File: src/rtl/bitser_pkg.sv
// Shared types for the bit-serial adder sequencer.
// FSM state encoding (IDLE, RUN, DONE).
package bitser_pkg;

  localparam logic [1:0] ST_IDLE = 2'b00;
  localparam logic [1:0] ST_RUN  = 2'b01;
  localparam logic [1:0] ST_DONE = 2'b10;

  typedef enum logic [1:0] {
    IDLE = ST_IDLE,
    RUN  = ST_RUN,
    DONE = ST_DONE
  } state_t;

endpackage

File: src/rtl/add1b.sv
// Single-bit full adder cell: a + b + ci -> r, co.
// Ports: a, b, ci in; r (sum), co (carry out) out.
module add1b (
  input  logic a,
  input  logic b,
  input  logic ci,
  output logic r,
  output logic co
);

  assign r  = a ^ b ^ ci;
  assign co = (a & b) | (ci & (a ^ b));

endmodule

File: src/rtl/bitser_add_ctrl.sv
// Bit-serial WIDTH-bit adder: one add1b cell, LSB first, WIDTH+1 cycles.
// Ports: clk, rst_n, start, op_a, op_b, [op_sub with BITSER_SUB_EN] in;
// busy, done, result, carry, ovf, zero out.
module bitser_add_ctrl
  import bitser_pkg::*;
#(
  parameter  int WIDTH = 16,
  localparam int CNT_W = $clog2(WIDTH + 1)
) (
  input  logic             clk,
  input  logic             rst_n,
  input  logic             start,
  input  logic [WIDTH-1:0] op_a,
  input  logic [WIDTH-1:0] op_b,
`ifdef BITSER_SUB_EN
  input  logic             op_sub,
`endif
  output logic             busy,
  output logic             done,
  output logic [WIDTH-1:0] result,
  output logic             carry,
  output logic             ovf,
  output logic             zero
);

  localparam logic [CNT_W-1:0] LAST = CNT_W'(WIDTH - 1);

  state_t state_q;
  state_t state_d;

  logic [WIDTH-1:0] sa_q;
  logic [WIDTH-1:0] sb_q;
  logic [WIDTH-1:0] sr_q;
  logic [WIDTH-1:0] sr_d;
  logic [CNT_W-1:0] cnt_q;
  logic             creg_q;
  logic             carry_q;
  logic             ovf_q;
  logic             zero_q;

  logic sub_in;
  logic accept;
  logic step;
  logic last;
  logic cell_r;
  logic cell_co;

`ifdef BITSER_SUB_EN
  assign sub_in = op_sub;
`else
  assign sub_in = 1'b0;
`endif

  assign accept = (state_q == IDLE) && start;
  assign step   = (state_q == RUN);
  assign last   = step && (cnt_q == LAST);
  assign sr_d   = {cell_r, sr_q[WIDTH-1:1]};

  add1b u_cell (
    .a  (sa_q[0]),
    .b  (sb_q[0]),
    .ci (creg_q),
    .r  (cell_r),
    .co (cell_co)
  );

  always_ff @(posedge clk or negedge rst_n) begin
    if (!rst_n) begin
      state_q <= IDLE;
    end else begin
      state_q <= state_d;
    end
  end

  always_comb begin
    state_d = state_q;
    unique case (state_q)
      IDLE:    if (start) state_d = RUN;
      RUN:     if (last) state_d = DONE;
      DONE:    state_d = IDLE;
      default: state_d = IDLE;
    endcase
  end

  always_comb begin
    busy = 1'b0;
    done = 1'b0;
    unique case (1'b1)
      (state_q == RUN):  busy = 1'b1;
      (state_q == DONE): done = 1'b1;
      default: ;
    endcase
  end

  // Subtraction is A + ~B + 1: invert B and seed the carry.
  always_ff @(posedge clk or negedge rst_n) begin
    if (!rst_n) begin
      sa_q    <= '0;
      sb_q    <= '0;
      sr_q    <= '0;
      cnt_q   <= '0;
      creg_q  <= 1'b0;
      carry_q <= 1'b0;
      ovf_q   <= 1'b0;
      zero_q  <= 1'b0;
    end else if (accept) begin
      sa_q    <= op_a;
      sb_q    <= sub_in ? ~op_b : op_b;
      creg_q  <= sub_in;
      cnt_q   <= '0;
      carry_q <= 1'b0;
      ovf_q   <= 1'b0;
      zero_q  <= 1'b0;
    end else if (step) begin
      sr_q   <= sr_d;
      sa_q   <= sa_q >> 1;
      sb_q   <= sb_q >> 1;
      creg_q <= cell_co;
      cnt_q  <= cnt_q + CNT_W'(1);
      if (last) begin
        carry_q <= cell_co;
        // carry into MSB xor carry out of MSB
        ovf_q   <= creg_q ^ cell_co;
        zero_q  <= (sr_d == '0);
      end
    end
  end

  assign result = sr_q;
  assign carry  = carry_q;
  assign ovf    = ovf_q;
  assign zero   = zero_q;

endmodule

File: config.mk
export PLATFORM = sky130hd
export DESIGN_NAME = bitser_add_ctrl
export DESIGN_NICKNAME = d
export VERILOG_FILES = /design/src/rtl/bitser_pkg.sv /design/src/rtl/add1b.sv /design/src/rtl/bitser_add_ctrl.sv
export SDC_FILE = /design/constraint.sdc
export NUM_CORES = 1
export LEC_CHECK = 0
export ABC_AREA = 1
export ABC_CLOCK_PERIOD_IN_PS = 2400
export CAP_MARGIN = 30
export CORE_MARGIN = 8
export CORE_UTILIZATION = 45
export DETAILED_ROUTE_END_ITERATION = 7
export PLACE_DENSITY = 0.78
export SLEW_MARGIN = 5
export SYNTH_ARGS = -nofsm -noshare
export SYNTH_HDL_FRONTEND = slang
export SYNTH_SLANG_ARGS = --single-unit
export TNS_END_PERCENT = 50
File: constraint.sdc
create_clock -name clk -period 2.4 [get_ports clk]
set_input_delay 0.36 -clock clk [delete_from_list [all_inputs] [get_ports clk]]
set_output_delay 0.36 -clock clk [all_outputs]
set_load 0.01 [all_outputs]
==> results.md <==
- Synth top area cells: dfrtp_1 (58%), nand2_1 (18%), nand3_1 (6.3%)
- H-Tree Depth: 3
- # Post-CTS Setup Buffers: 0
- Worst R2R Setup Slack: 870 ps
- CTS buffer count: 9
- Final setup fails: 0
- Final Core Density: 0.622
- Leading area contributor after synthesis: dfrtp_1
- Initial antenna violation count: 0
- DR vias/cell: 4.81
- Wirelength per Cell: 13.3 um
- Syn_nets: 336
- Area share of the largest cell type after synthesis: 0.581
- CP required: 2040 ps
- Row count: 27
- Fin. Hold Viols: 4
- Skew final: 9.48 ps
- PortBufs: 55
- Worst slew margin: 0.635
- Worst Path Arrival: 1620 ps
- Clk root buf: clkbuf_8
- Slew Viols, Final: 0
- RSZ-0062 raised after global routing: no
- Initial core utilization: 0.464
- TritonCTS Sinks: 59
- Grt ovf: 0
- Power per Cell Area: 1270 mW/mm^2
- Status: complete, but fails checks
- First-pass GRT wire length: 10100 um
- Nets: 393
- Syn avg cell area: 8.52 sq um
- Seq pwr share: 0.387
- DRC violations left: 0
- Number of distinct library cells after synthesis: 22
- Number of DRC markers in iteration 0: 134
- Die X-Extent: 91.1 um
- Worst Slack Setup Final: 423 ps
- CTS Hold Bufs: 0
- #FFs+latches synth: 59
- Gpl congestion: 0.746
- Worst-Margin Slew: 547 ps
- Internal cell power: 2.84 mW
- Min Tclk post-route: 1980 ps
- Number of global-route vias before repair: 2128
- Worst IR drop on VDD: 785 uV
- Layout Area Growth over Synthesis: 34.0%
- Antenna diodes: 0
- FILL cells: 496
- Share of cells above drive strength 1: 0.0722
- Synthesized area: 0.00254 sq mm
- Hpwl dp: 3870 um
- Startpoint Class: flip-flop
- Post-synthesis sequential area ratio: 0.581
- Core Box Area: 0.00547 sq mm
- Vias: 2076
- Sw Pwr: 1.47 mW
- Largest net degree at the start of global routing: 47
- Period utilization: 0.824
- Sw Ratio: 0.341
- GRT Util Overall: 0.151
- Hold Path Class: in2async
- Max-cap violations: 0
- Clock-pin transition on the worst setup and hold timing paths: 70 ps
- Post-CTS sizing: 0
- Boundary pin count: 56
- Logic pwr share: 0.344
- Failing checks: negative hold slack
- Synth Instances: 298
- Antenna viol nets, final: 0
- CP max FO: 7
- Yosys warns: 0
- Setup TNS: 0 ps
- Total power: 4.31 mW
- Hold_ws: -4.20 ps
- Routed WL: 5770 um
- Worst setup EP type: output port
- Worst skew pair latency: 340 ps
- Leak Pwr: 1.60 nW
- Die area: 0.00830 sq mm
- Die Y: 91.1 um
- CP Class: reg2out
- CTS tree: done
- Placement Setup Slack: 592 ps
- Detailed Routing Iterations Pass 1: 4
- Clock network fraction of total power: 0.269
- Buffer depth of the longest clock path: 2
- Maximum clock frequency: 506 MHz
==> cell usage after synthesis <==
cell type and n:
ha_1 2, buf_2 6, buf_4 4, o21ai_0 18
nand3_1 32, nand3_2 1, o22ai_1 2, xnor2_1 1
inv_2 2, a22o_1 1, and3_1 1, inv_1 20
nand2_2 1, clkbuf_1 2, fa_1 1, nand2_1 122
nor2_1 15, buf_6 1, o211ai_1 2, a21oi_1 1
o21ai_1 4, dfrtp_1 59
==> cell usage in the layout (no fill, tap or decap), types with 3 or more instances in the layout <==
master	synthesis	routed
nand2_1	122	122
dfrtp_1	59	59
buf_4	4	3
o21ai_0	18	18
nor2_1	15	15
nand3_1	32	32
clkbuf_8	0	12
o21ai_1	4	3
clkdlybuf4s50_1	0	54
bufinv_16	0	3
inv_1	20	20
==> stage by stage <==
step / cells / hold slack (ps) / cell area, sq um
5_1_grt: 432 / 34.9 / 3400
6_report: 432 / -4.20 / 3400
4_1_cts: 432 / 6.92 / 3400
3_3_place_gp: 416 / 364 / 3140
3_5_place_dp: 416 / 372 / 3140
2_1_floorplan: 298 / 64.4 / 2540
==> registers in the layout, indices dropped and copies added (netlist names) <==
signal / count
carry: 1
state_q: 2
zero: 1
creg_q: 1
result: 16
ovf: 1
sa_q: 16
cnt_q: 5
sb_q: 16
==> critical path: stages, from the launching register on <==
cell and delay (ps):
dfrtp_1 370, inv_1 130, nand2_2 150, inv_2 90, clkdlybuf4s50_1 550
==> logic make-up (layout without fill, tap and decap cells) <==
| group | Yosys count | after routing | share of synthesized area |
|---|---|---|---|
| simple gates | 172 | 172 | 0.274 |
| flops | 59 | 59 | 0.581 |
| buf+inv | 35 | 97 | 0.0635 |
| compound gates | 28 | 28 | 0.0596 |
| fa+ha+maj | 3 | 3 | 0.0177 |
| xor+xnor | 1 | 1 | 0.00345 |
==> power groups by stage <==
stage	Sequential [mW]	Clock [mW]	Combinational (mW)
after detailed placement	1.67	0	1.49
after global routing	1.72	1.21	1.69
final	1.66	1.16	1.48
after floorplan	1.68	0	0.909
after CTS	1.66	1.18	1.51
after global placement	1.67	0	1.45
==> layer usage <==
layer  track usage  wire length, um  vias to the layer above
li1              -                -                     1049
met1         0.193             2680                      963
met2         0.227             2730                       53
met3        0.0329              218                       11
met4        0.0941              136                        0
met5             0                0                        -
==> final cells by class <==
cell class | instances | area, sq um | area share
clock inverter | 4 | 95.1 | 0.0279
multi-input combinational | 204 | 906 | 0.266
tap | 72 | 90.1 | 0.0265
inverter | 22 | 82.6 | 0.0243
clock buffer | 12 | 165 | 0.0485
sequential | 59 | 1480 | 0.434
timing repair buffer | 59 | 588 | 0.173
==> final timing paths <==
kind / cells after the start / to / startpoint
min in group clk: 2 / ovf$_DFFE_PN0P_ / ovf$_DFFE_PN0P_
max: 4 / busy / state_q[1]$_DFFE_PN0P_
min: 1 / result[8]$_DFFE_PN0P_ / rst_n
max reg2reg: 7 / cnt_q[2]$_DFFE_PN0P_ / state_q[1]$_DFFE_PN0P_
max in group asynchronous: 2 / cnt_q[3]$_DFFE_PN0P_ / rst_n
min reg2reg: 2 / ovf$_DFFE_PN0P_ / ovf$_DFFE_PN0P_
(Power assumes the default switching activity.)
